<file path="src/rtl/baud_gen_frac.sv">
// Fractional baud-rate generator: emits an oversample tick every
// div_int + div_frac/2^FRAC_W clocks on average (first-order fractional
// accumulator, no long-run drift) and a bit tick on every OVS-th oversample
// tick. A new divisor is staged in a shadow register and swapped in at a
// period boundary so the tick train never sees a truncated period.
module baud_gen_frac #(
    parameter int CLK_HZ   = 100_000_000,
    parameter int DEF_BAUD = 9600,
    parameter int OVS      = 16,
    parameter int INT_W    = 16,
    parameter int FRAC_W   = 4,
    localparam int IDX_W   = (OVS > 1) ? $clog2(OVS) : 1
) (
    input  logic              clk,
    input  logic              rst,
    input  logic              en,
    input  logic              restart,
    input  logic              div_load,
    input  logic [INT_W-1:0]  div_int,
    input  logic [FRAC_W-1:0] div_frac,
    output logic              os_tick,
    output logic              bit_tick,
    output logic [IDX_W-1:0]  os_idx,
    output logic              div_pend,
    output logic              div_err
);

    // Reset divisor in units of 1/2^FRAC_W clock, evaluated in 64 bits so
    // CLK_HZ * 2^FRAC_W cannot overflow for realistic clock rates.
    localparam logic [63:0] DEF_DIV =
        (64'(CLK_HZ) << FRAC_W) / (64'(DEF_BAUD) * 64'(OVS));
    localparam logic [INT_W-1:0]  DEF_INT  = INT_W'(DEF_DIV >> FRAC_W);
    localparam logic [FRAC_W-1:0] DEF_FRAC = DEF_DIV[FRAC_W-1:0];
    localparam logic [IDX_W-1:0]  LAST_IDX = IDX_W'(OVS - 1);

    // Divisor load protocol: div_load is a single-cycle strobe with no
    // back-pressure. A strobe with div_int >= 2 is always accepted into the
    // shadow (a later accepted strobe overwrites an earlier pending one);
    // a strobe with div_int < 2 is dropped and answered with a one-cycle
    // div_err pulse. div_pend reports an accepted divisor not yet active.

    // Active and shadow divisor
    logic [INT_W-1:0]  act_int_q,  act_int_d;
    logic [FRAC_W-1:0] act_frac_q, act_frac_d;
    logic [INT_W-1:0]  sh_int_q,   sh_int_d;
    logic [FRAC_W-1:0] sh_frac_q,  sh_frac_d;
    logic              div_pend_q, div_pend_d;
    logic              div_err_q,  div_err_d;

    // Period counter, fractional phase and oversample index
    logic [INT_W-1:0]  cnt_q, cnt_d;
    logic [FRAC_W-1:0] acc_q, acc_d;
    logic [IDX_W-1:0]  idx_q, idx_d;
    logic              os_tick_q,  os_tick_d;
    logic              bit_tick_q, bit_tick_d;

    // Decode helpers
    logic [FRAC_W:0]   frac_sum;
    logic              carry;
    logic [INT_W:0]    len_m1;
    logic              at_end;
    logic              wrap;
    logic              load_ok;
    logic              load_bad;
    logic              apply;

    // Period length and wrap/apply decisions for the current cycle
    always_comb begin
        // The carry out of acc + act_frac decides whether this period is
        // one clock longer; the sum itself is committed at the wrap.
        frac_sum = {1'b0, acc_q} + {1'b0, act_frac_q};
        carry    = frac_sum[FRAC_W];
        len_m1   = {1'b0, act_int_q} + {{INT_W{1'b0}}, carry}
                   - {{INT_W{1'b0}}, 1'b1};
        // ">=" rather than "==" so a divisor shrunk while en=0 below the
        // held count still terminates at the next enabled edge.
        at_end   = ({1'b0, cnt_q} >= len_m1);
        // A restart pulse wins over a coincident wrap.
        wrap     = en && at_end && !restart;
        load_ok  = div_load && (div_int >= INT_W'(2));
        load_bad = div_load && (div_int <  INT_W'(2));
        // A divisor accepted this very cycle is never applied on the same
        // edge; it waits for the next qualifying edge.
        apply    = div_pend_q && !load_ok && (restart || !en || wrap);
    end

    // Next-state for the counter, fractional phase, index and ticks
    always_comb begin
        cnt_d      = cnt_q;
        acc_d      = acc_q;
        idx_d      = idx_q;
        os_tick_d  = 1'b0;
        bit_tick_d = 1'b0;
        if (restart) begin
            cnt_d = '0;
            acc_d = '0;
            idx_d = '0;
        end else if (en) begin
            if (at_end) begin
                cnt_d      = '0;
                acc_d      = frac_sum[FRAC_W-1:0];
                os_tick_d  = 1'b1;
                bit_tick_d = (idx_q == LAST_IDX);
                idx_d      = (idx_q == LAST_IDX) ? '0 : idx_q + IDX_W'(1);
            end else begin
                cnt_d = cnt_q + INT_W'(1);
            end
        end
    end

    // Next-state for the shadow/active divisor and status flags
    always_comb begin
        act_int_d  = act_int_q;
        act_frac_d = act_frac_q;
        sh_int_d   = sh_int_q;
        sh_frac_d  = sh_frac_q;
        div_pend_d = div_pend_q;
        div_err_d  = load_bad;
        if (load_ok) begin
            sh_int_d   = div_int;
            sh_frac_d  = div_frac;
            div_pend_d = 1'b1;
        end else if (apply) begin
            act_int_d  = sh_int_q;
            act_frac_d = sh_frac_q;
            div_pend_d = 1'b0;
        end
    end

    // Counter, phase, index and tick registers
    always_ff @(posedge clk or posedge rst) begin
        if (rst) begin
            cnt_q      <= '0;
            acc_q      <= '0;
            idx_q      <= '0;
            os_tick_q  <= 1'b0;
            bit_tick_q <= 1'b0;
        end else begin
            cnt_q      <= cnt_d;
            acc_q      <= acc_d;
            idx_q      <= idx_d;
            os_tick_q  <= os_tick_d;
            bit_tick_q <= bit_tick_d;
        end
    end

    // Divisor registers; reset discards any pending shadow value
    always_ff @(posedge clk or posedge rst) begin
        if (rst) begin
            act_int_q  <= DEF_INT;
            act_frac_q <= DEF_FRAC;
            sh_int_q   <= DEF_INT;
            sh_frac_q  <= DEF_FRAC;
            div_pend_q <= 1'b0;
            div_err_q  <= 1'b0;
        end else begin
            act_int_q  <= act_int_d;
            act_frac_q <= act_frac_d;
            sh_int_q   <= sh_int_d;
            sh_frac_q  <= sh_frac_d;
            div_pend_q <= div_pend_d;
            div_err_q  <= div_err_d;
        end
    end

    assign os_tick  = os_tick_q;
    assign bit_tick = bit_tick_q;
    assign os_idx   = idx_q;
    assign div_pend = div_pend_q;
    assign div_err  = div_err_q;

endmodule
</file>
<file path="config.mk">
export PLATFORM = sky130hd
export DESIGN_NAME = baud_gen_frac
export DESIGN_NICKNAME = d
export VERILOG_FILES = /design/src/rtl/baud_gen_frac.sv
export SDC_FILE = /design/constraint.sdc
export NUM_CORES = 1
export LEC_CHECK = 0
export ABC_CLOCK_PERIOD_IN_PS = 4400
export BUFFER_PORTS_ARGS = -buffer_cell sky130_fd_sc_hd__buf_2
export CORE_MARGIN = 2
export CORE_UTILIZATION = 55
export CTS_CLUSTER_DIAMETER = 80
export CTS_CLUSTER_SIZE = 20
export DETAILED_ROUTE_END_ITERATION = 10
export GPL_TIMING_DRIVEN = 0
export PLACE_DENSITY = 0.77
export SYNTH_ARGS = -nofsm -noshare
export SYNTH_HDL_FRONTEND = slang
export SYNTH_SLANG_ARGS = --single-unit
</file>
<file path="constraint.sdc">
create_clock -name clk -period 4.4 [get_ports clk]
set_input_delay 0.44 -clock clk [delete_from_list [all_inputs] [get_ports clk]]
set_output_delay 0.44 -clock clk [all_outputs]
set_load 0.05 [all_outputs]
</file>
==> results of run 1 <==
[area by class of cell]
type / count / area, sq um
flip-flops and latches: 68 / 1710
clock inverters: 6 / 138
well taps: 99 / 124
inverters: 24 / 90.1
plain buffers: 22 / 115
multi-input cells: 296 / 2320
fillers: 603 / 2410
repair buffers: 42 / 251
clock buffers: 10 / 128
[metrics by stage]
stage / setup WS [ns] / hold WS [ns]
global placement: 0.0402 / 0.451
finish: 0.280 / 0.165
CTS: 0.00312 / 0.190
detailed placement: -0.0833 / 0.454
floorplan: 0.585 / 0.439
global route: -0.0220 / 0.213
[power breakdown]
| part | total, uW | switching [uW] | internal, uW | leakage [uW] |
|---|---|---|---|---|
| sequential | 772 | 74.1 | 697 | 0.000847 |
| combinational | 350 | 193 | 157 | 0.00115 |
| clock | 694 | 258 | 436 | 0.000131 |
| total | 1820 | 526 | 1290 | 0.00213 |
[cells in the final DEF, fill, tap and decap left out, types with 8 or more instances in the layout]
master,count
dfrtp_1,58
buf_2,39
nand2_1,33
nand4_1,28
nor2_1,24
inv_1,22
ha_1,21
mux2_2,19
xnor2_1,17
nand3_1,14
clkbuf_1,13
xor2_1,13
and3_1,13
a21oi_1,12
nor2_4,11
dfstp_2,10
o211ai_1,9
clkbuf_8,9
buf_4,8
[routing by layer]
metal  vias up  global-route usage, %  wire length [um]
li1       1594                      -                 -
met1      1611                   30.6              4280
met2        78                   40.6              4790
met3        23                   6.14               394
met4         0                   9.97               250
met5         -                      0                 0
[kinds of logic after synthesis]
logic type | count (synthesis)
and+or+nand+nor | 157
xor gates and xnor gates | 30
adders and majority gates | 25
DFF | 68
buffers and inverters | 46
muxes | 24
AOI/OAI and AO/OA | 60
[registers in the layout, indices dropped and copies added, names as in the netlist]
signal	cells
act_int_q	16
acc_q	4
div_pend	1
bit_tick	1
os_idx	4
sh_frac_q	4
os_tick	1
div_err	1
sh_int_q	16
act_frac_q	4
cnt_q	16
[synth_stat cells, types with 10 or more instances]
cell      number  area (sq um)
mux2_2        19           214
clkbuf_1      12          45.0
a21oi_1       14          70.1
nor2_4        10           113
nand3_1       16          80.1
dfstp_2       10           263
inv_1         24          90.1
ha_1          24           300
xor2_1        13           114
nand4_1       28           175
nand2_1       33           124
dfrtp_1       58          1450
nor2_1        24          90.1
xnor2_1       17           149
and3_1        13          81.3
[critical path, delay by kind of cell (launching register included)]
family / cells / cell delay [ns]
adders and majority gates: 5 / 1.09
AOI/OAI and AO/OA: 5 / 0.95
buffers and inverters: 6 / 0.67
xor gates and xnor gates: 1 / 0.16
DFF: 1 / 0.42
and+or+nand+nor: 3 / 0.77
[final timing paths]
check / startpoint / to / slack, ns / cells past startpoint
min reg2reg: sh_int_q[9] / sh_int_q[9] / 0.47 / 2
max: act_frac_q[0] / cnt_q[3] / 0.28 / 20
max reg2reg: act_frac_q[0] / cnt_q[3] / 0.28 / 20
min in group clk: div_frac[2] / sh_frac_q[2] / 0.31 / 2
min: rst / act_frac_q[2] / 0.16 / 2
max in group asynchronous: rst / act_int_q[7] / 3.52 / 3
[timing repair]
action | in CTS | in global routing
pin swaps | 2 | 11
cloned | 0 | 0
endpoints found under the setup margin | 27 | 47
resized for setup | 2 | 13
buffers inserted | 2 | 7
==> results.txt, run 1 <==
core area = 7290 sq um
Final Max Tran Viols = 0
final instance area = 4880 sq um
grt total ovfl = 0
slowest stage delay, CP = 0.42 ns
setup_tns = 0 ns
mux cell area share after synthesis = 6.31%
Adder-Cell Fraction of Synth Area = 7.66%
CTS Buffer Depth = 2
Post-Synth Simple-Gate Area = 21.6%
vias in the first global route = 3350
compound-cell area share of the yosys netlist = 12.2%
fraction of synthesized cell area in xor and xnor cells = 6.28%
critical path required time = 4.69 ns
row count = 31
Root Buffer = clkbuf_8
clk_lat worst skew = 0.37 ns
via count = 3306
period utilization = 93.6%
Primary FF master, synth = dfrtp_1
Initial Util = 57.3%
Cell Count, Final, Fillers Out = 567
routed wire length = 9.72 mm
Async S/R FF share, synth = 100%
Cells after DPL = 542
Worst path slowest cell = dfrtp_1
combinational family with the most area after synthesis = simple AND/OR/NAND/NOR gates
pin count of the biggest net entering global routing = 37
post-route ant nets = 0
number of vias per cell = 5.83
Synth-to-Final Area Change = 16.7%
distinct cell type count of the synthesized netlist = 60
HPWL after DPL = 7.34 mm
H-tree depth = 3
PnR Total Power = 1820 uW
die area = 8320 sq um
Worst-Margin Slew = 0.685 ns
Pleak = 0.00213 uW
CP Class = reg -> reg
CTS clk-pin slew, worst paths = 0.09 ns
Yosys warning count = 0
worst clock skew = 0.0161 ns
critical-path cell list = ha_2 -> inv_2 -> fa_2 -> inv_1 -> a21o_1 -> a21oi_2 -> ha_2 -> ha_4 -> inv_1 -> or3_1 -> xor2_1 -> ha_1 -> a21boi_2 -> o311ai_4 -> buf_4 -> a31oi_4 -> or2_1 -> buf_6 -> buf_12 -> nor2_4
post-synthesis sequential area ratio = 41.0%
chip width = 91.2 um
antenna fix cells = 0
post-layout util = 66.9%
Clock Sinks = 68
# DRC = 0
synthesized cell area = 4180 sq um
Cells after Synth = 410
initial DRC count = 199
Max Fanout on Critical Path = 10
nets = 513
I/O pin total = 33
DRT Pass-1 Iters = 4
initial antenna violation count = 0
first-pass GRT wire length = 16.1 mm
maximum vdd drop = 0.264 mV
Setup Viol. Count Final = 0
final hold vios = 0
CTS Buf Count = 9
slew margin rel. = 54.2%
PwrDens = 372 nW/um^2
Mean Syn Cell Area = 10.2 sq um
Yosys reg bits = 68
critical path endpoint category = register
Post-synth EDFFs = 0
status = finished, final reports clean
Die H = 91.2 um
share of layout cells above drive strength 1 = 28.6%
Mapped Nets = 460
Critical Path AT = 4.41 ns
GPL Wtd Cong = 0.950
CTS tree = built
GRT Util Overall = 24.5%
wire per inst = 17.1 um
Hold Path Class = in -> async
hold buffer count at cts = 0
max_cap viols = 0
area post-placement = 4490 sq um
fmax = 0.243 GHz
Final min period = 4.12 ns
crit path launch type = register
# port buffers = 32
Power figures use the tool's default switching activity.
==> inputs of run 2 (changes only) <==
BUFFER_PORTS_ARGS = default   (was -buffer_cell sky130_fd_sc_hd__buf_2)
DONT_BUFFER_PORTS = 1   (was default)
PLACE_DENSITY = 0.73   (was 0.77)
==> run 2 against run 1 <==
Compared with the run above: sequential cell count is the same; design area shrank 5.5%; setup slack lost 0.022 ns; core utilization shrank 3.7 points; clock-buffer cell count is the same; via count shrank 4.4%; first-iteration DRC count shrank 6.5%; sequential power is essentially flat; cell count shrank 6.2%; critical endpoint is now cnt_q[8]; sequential share of layout area grew 2.0 points; wire length shrank 2.7%; maximum frequency shrank 0.53%.
==> results.txt, run 2 (same netlist as run 1, synthesis figures left out) <==
die area = 8320 sq um (unchanged)
worst clock skew = 0.0106 ns (-0.00551 ns)
RSZ-0062 raised after global routing = no
chip width = 91.2 um (unchanged)
commonest non-fill, non-tap cells in the layout = dfrtp_1, nand2_1, nand4_1
core area = 7290 sq um (unchanged)
crit path launch type = register
Hold Path Class = in -> async
period utilization = 94.1% (+0.50 points)
H-tree depth = 3 (unchanged)
Setup Viol. Count Final = 0 (unchanged)
final hold vios = 0 (unchanged)
clk_lat worst skew = 0.36 ns (about the same)
critical path endpoint category = register
routed wl met2 = 4.83 mm (+0.88%)
initial antenna violation count = 0 (unchanged)
number of vias per cell = 5.94 (+1.8%)
max_cap viols = 0 (unchanged)
# port buffers = 0 (-100%)
# DRC = 0 (unchanged)
row count = 31 (unchanged)
CTS clk-pin slew, worst paths = 0.08 ns (about the same)
antenna fix cells = 0 (unchanged)
grt total ovfl = 0 (unchanged)
Initial Util = 57.3% (unchanged)
fmax = 0.241 GHz (-0.53%)
WL met3 = 412 um (+4.6%)
post-layout util = 63.2% (-3.7 points)
Final min period = 4.14 ns (+0.0221 ns)
pin count of the biggest net entering global routing = 69 (+86%)
via count = 3159 (-4.4%)
FF-to-FF path depth = 21 (+5.0%)
Synth-to-Final Area Change = 10.3%
worst setup slack after layout = 0.257 ns (-0.0221 ns)
nets = 478 (-6.8%)
GRT Util Overall = 24.3% (-0.16 points)
PwrDens = 358 nW/um^2 (-3.9%)
DRT Pass-1 Iters = 4 (unchanged)
slowest stage delay, CP = 0.41 ns (about the same)
Die H = 91.2 um (unchanged)
I/O pin total = 33 (unchanged)
CP Class = reg -> reg
GPL Wtd Cong = 0.916 (-3.7%)
Worst path slowest cell = dfrtp_1
post-place setup slack = -0.0471 ns (+0.0362 ns)
RR Endpoint = cnt_q[8]
vias in the first global route = 3248 (-3.0%)
Final Max Tran Viols = 0 (unchanged)
Pleak = 0.00195 uW (-8.4%)
flop-to-flop setup slack = 0.26 ns (-0.02 ns)
routed wire length = 9.46 mm (-2.7%)
slew margin rel. = 43.7% (-11 points)
RR Startpoint = act_frac_q[0]
Root Buffer = clkbuf_8
crit-path leading delay family = adder cells
biggest regs = act_int_q: 16 flops, cnt_q: 16 flops, sh_int_q: 16 flops
wire per inst = 17.8 um (+3.7%)
share of layout cells above drive strength 1 = 21.9% (-6.7 points)
met1 WL = 4.09 mm (-4.6%)
maximum vdd drop = 0.281 mV (+6.2%)
most common cell after layout, fill and taps aside = dfrtp_1
status = finished, final reports clean
first-pass GRT wire length = 16.0 mm (-0.69%)
max layer used = met4
CTS tree = built
initial DRC count = 186 (-6.5%)
post-route ant nets = 0 (unchanged)
Worst-Margin Slew = 0.845 ns (+0.159 ns)
critical-path cell list = ha_1 -> inv_1 -> fa_1 -> inv_1 -> a21o_1 -> a21oi_2 -> ha_1 -> ha_2 -> inv_1 -> or3_1 -> xor2_1 -> ha_1 -> nand4_1 -> a21oi_1 -> o311ai_4 -> buf_4 -> a31oi_4 -> or2_1 -> buf_6 -> buf_12 -> nor2_4
CTS Buffer Depth = 2 (unchanged)
Filler cells = 612 (+1.5%)
Clock Sinks = 68 (unchanged)
HPWL after DPL = 6.98 mm (-4.8%)
CP bufs+invs = 6 (unchanged)
CTS Buf Count = 9 (unchanged)
Critical Path AT = 4.44 ns (+0.03 ns)
Max Fanout on Critical Path = 10 (unchanged)
critical path required time = 4.70 ns (about the same)
## run 2: changes by cell type in the layout (fill, tap and decap cells not counted), sizes merged
| cell | before | now |
|---|---|---|
| buf | 52 | 17 |
| bufinv | 4 | 1 |
| inv | 24 | 27 |
## run 2: timing repair
| action | CTS | global route |
|---|---|---|
| pin swaps | 2 | 2 |
| setup buffers | 4 | 3 |
| endpoints found under the setup margin | 18 | 42 |
| hold buffers | 0 | 0 |
| cloned | 0 | 0 |
| gates resized for setup | 0 | 7 |
## run 2: routing by layer
layer / vias up / track usage, %
met5: - / 0
met4: 0 / 7.70
met3: 9 / 4.98
met2: 83 / 41.4
met1: 1540 / 31.2
li1: 1527 / -
## run 2: how the worst max path moves through the flow
stage / startpoint / endpoint / slack, ns / depth (start not counted)
finish: act_frac_q[0] / cnt_q[8] / 0.26 / 21
CTS: act_frac_q[0] / act_int_q[10] / -0.001 / 17
detailed placement: act_frac_q[0] / act_int_q[14] / -0.05 / 18
floorplan: act_frac_q[0] / cnt_q[3] / 0.59 / 19
global route: act_frac_q[0] / acc_q[1] / 0.03 / 21
global placement: act_frac_q[0] / act_int_q[15] / 0.07 / 18
## run 2: layout make-up
class	instances	area, sq um	area share, %
Clock buffer	10	138	2.99
Tap cell	99	124	2.69
Inverter	24	92.6	2.01
Buffer	22	115	2.50
Multi-Input combinational cell	296	2290	49.7
Sequential cell	68	1710	37.2
Timing Repair Buffer	7	65.1	1.41
Clock inverter	6	70.1	1.52
## run 2: report_power, final
group	switching, uW	total, uW	leakage [uW]	internal, uW
sequential	78.1	775	0.000847	697
clock	277	560	0.000108	283
combinational	175	314	0.000995	139
total	529	1650	0.00195	1120
## run 2: worst reg2reg max path: cells and delay by family, from the launching register on
| family | cells | cell delay [ns] |
|---|---|---|
| AO/OA/AOI/OAI | 5 | 0.84 |
| buffers and inverters | 6 | 0.70 |
| XOR/XNOR | 1 | 0.15 |
| flip-flops | 1 | 0.41 |
| AND/OR/NAND/NOR | 4 | 0.84 |
| adder cells (fa/ha/maj) | 5 | 1.15 |
## run 2: through the flow
step / cell area, sq um / instances / total power (uW) / hold WS, ns / TNS (ns)
floorplan: 4180 / 410 / 1010 / 0.439 / 0
global placement: 4310 / 509 / 1080 / 0.460 / 0
detailed placement: 4310 / 509 / 1090 / 0.460 / -0.588
CTS: 4560 / 529 / 1650 / 0.148 / -0.00231
global route: 4610 / 532 / 1720 / 0.191 / 0
finish: 4610 / 532 / 1650 / 0.0983 / 0
